File: src/rtl/keypad_scan.sv
// 3x4 matrix keypad scanner with frame debounce, priority encode and trigger levels.
// Latency: 2-cycle row sync, then DEBOUNCE_FRAMES matching frames plus 1 output register; no backpressure.
module keypad_scan #(
   parameter int unsigned SCAN_DIV        = 16,
   parameter int unsigned DEBOUNCE_FRAMES = 4
) (
   input  logic       clk,
   input  logic       rst_n,
   input  logic [3:0] row_n,
   output logic [2:0] col_n,
   output logic [3:0] key_code,
   output logic       key_valid,
   output logic       key_press,
   output logic       key0,
   output logic       key8,
   output logic       key_star
);

   localparam logic [15:0] DWELL_MAX = 16'(SCAN_DIV - 1);
   localparam logic [3:0]  DEB_MAX   = 4'(DEBOUNCE_FRAMES);

   // Bit positions in the key vectors equal the key code, so the encoder is a plain lowest-bit search.
   function automatic logic [3:0] key_of(input logic [1:0] row, input logic [1:0] col);
      logic [3:0] code;
      code = 4'd0;
      if (row != 2'd3) begin
         code = 4'(row) * 4'd3 + 4'(col) + 4'd1;
      end else begin
         case (col)
            2'd0:    code = 4'd10;
            2'd1:    code = 4'd0;
            default: code = 4'd11;
         endcase
      end
      return code;
   endfunction

   logic [3:0]  r_row_meta;
   logic [3:0]  r_row_sync;
   logic [15:0] r_dwell;
   logic [1:0]  r_col;
   logic [2:0]  r_col_n;
   logic [11:0] r_raw;
   logic [11:0] r_prev;
   logic [11:0] r_deb;
   logic [3:0]  r_stable;
   logic        r_press_pend;
   logic [3:0]  r_key_code;
   logic        r_key_valid;
   logic        r_key_press;
   logic        r_key0;
   logic        r_key8;
   logic        r_key_star;

   logic        w_wrap;
   logic        w_frame_end;
   logic [11:0] w_hit;
   logic [11:0] w_raw_frame;
   logic [3:0]  w_stable_next;
   logic        w_load;
   logic [3:0]  w_enc;
   logic [1:0]  w_col_next;

   always_comb begin
      w_wrap      = (r_dwell == DWELL_MAX);
      w_frame_end = w_wrap && (r_col == 2'd2);
      w_col_next  = (r_col == 2'd2) ? 2'd0 : r_col + 2'd1;

      w_hit = '0;
      for (int r = 0; r < 4; r++) begin
         if (!r_row_sync[r]) w_hit[key_of(2'(r), r_col)] = 1'b1;
      end
      w_raw_frame = w_wrap ? (r_raw | w_hit) : r_raw;

      // After reset r_prev is empty, so the first frame always leaves the counter at 1.
      if (w_raw_frame == r_prev)
         w_stable_next = (r_stable >= DEB_MAX) ? DEB_MAX : r_stable + 4'd1;
      else
         w_stable_next = 4'd1;
      w_load = w_frame_end && (w_stable_next == DEB_MAX);

      w_enc = 4'd0;
      for (int i = 11; i >= 0; i--) begin
         if (r_deb[i]) w_enc = 4'(i);
      end
   end

   always_ff @(posedge clk or negedge rst_n) begin
      if (!rst_n) begin
         r_row_meta   <= 4'hF;
         r_row_sync   <= 4'hF;
         r_dwell      <= '0;
         r_col        <= 2'd0;
         r_col_n      <= 3'b110;
         r_raw        <= '0;
         r_prev       <= '0;
         r_deb        <= '0;
         r_stable     <= '0;
         r_press_pend <= 1'b0;
      end else begin
         r_row_meta <= row_n;
         r_row_sync <= r_row_meta;

         if (w_wrap) begin
            r_dwell <= '0;
            r_col   <= w_col_next;
            case (w_col_next)
               2'd0:    r_col_n <= 3'b110;
               2'd1:    r_col_n <= 3'b101;
               default: r_col_n <= 3'b011;
            endcase
         end else begin
            r_dwell <= r_dwell + 16'd1;
         end

         if (w_frame_end) begin
            r_raw    <= '0;
            r_prev   <= w_raw_frame;
            r_stable <= w_stable_next;
            if (w_load) r_deb <= w_raw_frame;
         end else if (w_wrap) begin
            r_raw <= w_raw_frame;
         end

         r_press_pend <= w_load && |(w_raw_frame & ~r_deb);
      end
   end

   always_ff @(posedge clk or negedge rst_n) begin
      if (!rst_n) begin
         r_key_code  <= 4'd0;
         r_key_valid <= 1'b0;
         r_key_press <= 1'b0;
         r_key0      <= 1'b0;
         r_key8      <= 1'b0;
         r_key_star  <= 1'b0;
      end else begin
         r_key_code  <= w_enc;
         r_key_valid <= |r_deb;
         r_key_press <= r_press_pend;
         r_key0      <= r_deb[0];
         r_key8      <= r_deb[8];
         r_key_star  <= r_deb[10];
      end
   end

   assign col_n     = r_col_n;
   assign key_code  = r_key_code;
   assign key_valid = r_key_valid;
   assign key_press = r_key_press;
   assign key0      = r_key0;
   assign key8      = r_key8;
   assign key_star  = r_key_star;

endmodule

File: config.mk
export PLATFORM = sky130hd
export DESIGN_NAME = keypad_scan
export DESIGN_NICKNAME = d
export VERILOG_FILES = /design/src/rtl/keypad_scan.sv
export SDC_FILE = /design/constraint.sdc
export NUM_CORES = 1
export LEC_CHECK = 0
export CELL_PAD_IN_SITES_DETAIL_PLACEMENT = 1
export CELL_PAD_IN_SITES_GLOBAL_PLACEMENT = 1
export CORE_MARGIN = 5
export CORE_UTILIZATION = 50
export CTS_CLUSTER_DIAMETER = 150
export DETAILED_ROUTE_END_ITERATION = 10
export PLACE_DENSITY = 0.81
export SLEW_MARGIN = 20
export SYNTH_ARGS = -nofsm -noshare
export SYNTH_HDL_FRONTEND = slang
export SYNTH_SLANG_ARGS = --single-unit
File: constraint.sdc
create_clock -name clk -period 7.12 [get_ports clk]
set_clock_uncertainty 0.1 [all_clocks]
set_input_delay 1.068 -clock clk [delete_from_list [all_inputs] [get_ports clk]]
set_output_delay 1.068 -clock clk [all_outputs]
set_load 0.005 [all_outputs]
==> reports/qor.yml <==
synth:
  yosysTopAreaCell: "dfrtp_1"
  async_flop_share_pct: 100
  synthTopCellsByArea: "dfrtp_1 45%, dfstp_2 6.9%, nor2_1 3.8%, a21oi_1 3.5%, ha_1 3.3%"
  synth.cell_area_um2: 3820
  synth.yosys.seq_area_share_pct: 52.0
  syn-mean-instance-area_um2: 10.5
  ys_types: 52
  netlist.area_leader.share_pct: 45.1
  ys_ff_latch: 79
  ys.flop_type: "dfrtp_1"
  synth_fp_nets: 382
  yosys_warnings: 0
  synthCells: 366
  synth_edf_count: 0
final_layout:
  fillers: 850
  final_area_um2: 4250
  nNetsFinal: 401
  diodes: 0
  final_util_pct: 57.6
  area_delta_synth_final_pct: 11.0
  layout_commonest_cell: "dfrtp_1"
  drive_gt1_share_pct: 10.8
  layout_common_cells: "69 x dfrtp_1, 39 x nor2_1, 27 x a21oi_1"
global_routing:
  grt-ovfl-total: 0
  grt_max_degree: 80
  grt_use_total_pct: 20.2
  grt_pass1_wl_mm: 15.4
  first_global_vias: 2949
  antenna_found_initial: 0
drt:
  ant_nets: 0
  avgRoutedWirePerCell_um: 18.5
  remaining_drc_errors: 0
  viasPerCell: 5.79
  drt-total-wl_mm: 9.05
  first_pass_iters: 4
  first_iter_violations: 200
  dr_total_vias: 2831
sta:
  tightest_slew_ns: 1.01
  period_share_pct: 46.9
  rsz0062_at_grt: "no"
  slew_headroom_pct: 32.7
  fin_crit_ns: 3.34
  fmax_mhz: 300
  setup_viol: 0
  setup-tns-final_ns: 0
  drv_slew: 0
  final_hold_viol_count: 0
hold_path:
  holdPathEnd: "key_press$_DFF_PN0_"
  min_from: "r_press_pend$_DFF_PN0_"
  holdPathStages: 0
  hp-class: "reg -> reg"
die:
  dieArea_um2: 9500
  placementRows: 31
  coreArea_um2: 7370
  fp.dieH_um: 97.5
  initial_core_util_pct: 51.9
  fp.dieW_um: 97.5
  ios: 18
clocking:
  cts_setup_buffers: 0
  clock_path_buffers: 2
  cts.sinks: 79
  clkTransAtPathRegs_ns: 0.09
  cts.hold.buffers_added: 0
  cts_tree: "built"
  insertion_delay_ns: 0.36
  htree_levels: 3
  cts-resized-gates: 0
  cts_root_buf: "clkbuf_8"
  cts-buffers-inserted: 9
pwr:
  p_per_area_nw_per_um2: 194
  cellLeakagePower_nw: 1.99
  ir_drop_uv: 119
worst_setup_path:
  cp-start-kind: "flop"
  path_cells: "nor4_2 -> and4_1 -> a21oi_4 -> xnor2_1 -> nor4_4 -> nand4b_4 -> mux2i_1"
  rrSetupSlack_ns: 3.78
  worst-setup-path-type: "reg -> reg"
  r2r_end: "r_deb[5]$_DFFE_PN0P_"
  critPathMaxFanout: 23
  ff2ff_path_depth: 7
  r2r-start: "r_dwell[4]$_DFF_PN0_"
  critPathCaptureType: "flop"
  slowest_stage: "and4_1"
  cp.arrival_ns: 3.45
  worstPathRequired_ns: 7.24
  slowest_delay_ns: 0.94
place:
  port_buffers: 17
  post_dp_cell_area_um2: 4050
  gp_congestion: 0.823
  hpwl_mm: 6.50
flow_run:
  maxCapViolations: 0
run_status:
  status: "finished clean"
where the power goes:
part	leakage, nW	internal, W	total [W]	switching (W)
sequential	1.03	0.000456	0.000462	0.00000570
clock	0.103	0.000162	0.000334	0.000171
combinational	0.850	0.00000977	0.0000276	0.0000179
synthesized netlist by cell type, types with 3 or more instances:
cell type  number
a21oi_1        27
and2_1          4
and3_1          3
buf_6           3
clkbuf_1        4
dfrtp_1        69
dfstp_2        10
ha_1           10
inv_1          22
mux2i_1        12
nand2_1        16
nand2b_1       10
nand3_1        13
nand3b_1        5
nand4_1         8
nor2_1         39
nor2b_1        19
nor3_1          9
nor4_1          3
nor4_2          3
o211ai_1        5
o21ai_0        14
o22ai_1         4
o31ai_1         3
xnor2_1        12
xor2_1          5
stage by stage:
stage	worst slack, ns	power [W]	instances	hold WS, ns
2_1_floorplan	4.48	0.000482	366	0.231
3_3_place_gp	3.98	0.000497	473	0.237
3_5_place_dp	3.81	0.000499	473	0.240
4_1_cts	3.77	0.000828	489	0.261
5_1_grt	3.53	0.000857	489	0.262
6_report	3.78	0.000823	489	0.256
worst max path at each step:
stage	start	to	slack [ns]	cells after the start
floorplan	r_col[0]$_DFFE_PN0N_	r_deb[10]$_DFFE_PN0P_	4.48	10
global placement	r_dwell[5]$_DFF_PN0_	r_deb[0]$_DFFE_PN0P_	3.98	7
detailed placement	r_dwell[4]$_DFF_PN0_	r_deb[8]$_DFFE_PN0P_	3.81	7
CTS	r_dwell[4]$_DFF_PN0_	r_deb[8]$_DFFE_PN0P_	3.77	7
global route	r_dwell[4]$_DFF_PN0_	r_deb[8]$_DFFE_PN0P_	3.53	7
finish	r_dwell[4]$_DFF_PN0_	r_deb[5]$_DFFE_PN0P_	3.78	7
metal layers:
metal | global-route usage [%] | vias up | wire length (um)
li1 | - | 1314 | -
met1 | 27.4 | 1454 | 4170
met2 | 32.8 | 51 | 4410
met3 | 4.59 | 12 | 346
met4 | 4.79 | 0 | 123
met5 | 0 | - | 0
sequential cells by signal (all words and copies together), names as in the netlist, 2 cells and up:
register / cells
r_col: 2
r_prev: 12
r_raw: 12
r_row_sync: 4
r_deb: 12
r_dwell: 16
r_stable: 4
col_n: 3
r_row_meta: 4
key_code: 4
cell families after synthesis:
family | synth area share [%]
AO/OA/AOI/OAI | 12.0
XOR/XNOR | 3.89
adder cells (fa/ha/maj) | 3.27
buffers and inverters | 4.09
flip-flops | 52.0
multiplexers | 3.14
AND/OR/NAND/NOR | 21.6
layout make-up:
cell class | count | area, um^2 | share of cell area [%]
clock inverter | 7 | 71.3 | 1.68
multi-input combinational | 255 | 1680 | 39.6
tap | 99 | 124 | 2.92
sequential | 79 | 1990 | 46.9
clock buffer | 9 | 124 | 2.92
timing repair buffer | 18 | 175 | 4.13
inverter | 22 | 82.6 | 1.95
critical path: cells and delay by family (launching register included):
kind	cells	cell delay [ns]
xor+xnor	1	0.21
flops	1	0.45
compound gates	1	0.14
mux	1	0.21
simple gates	4	2.08
(Power assumes the default switching activity.)
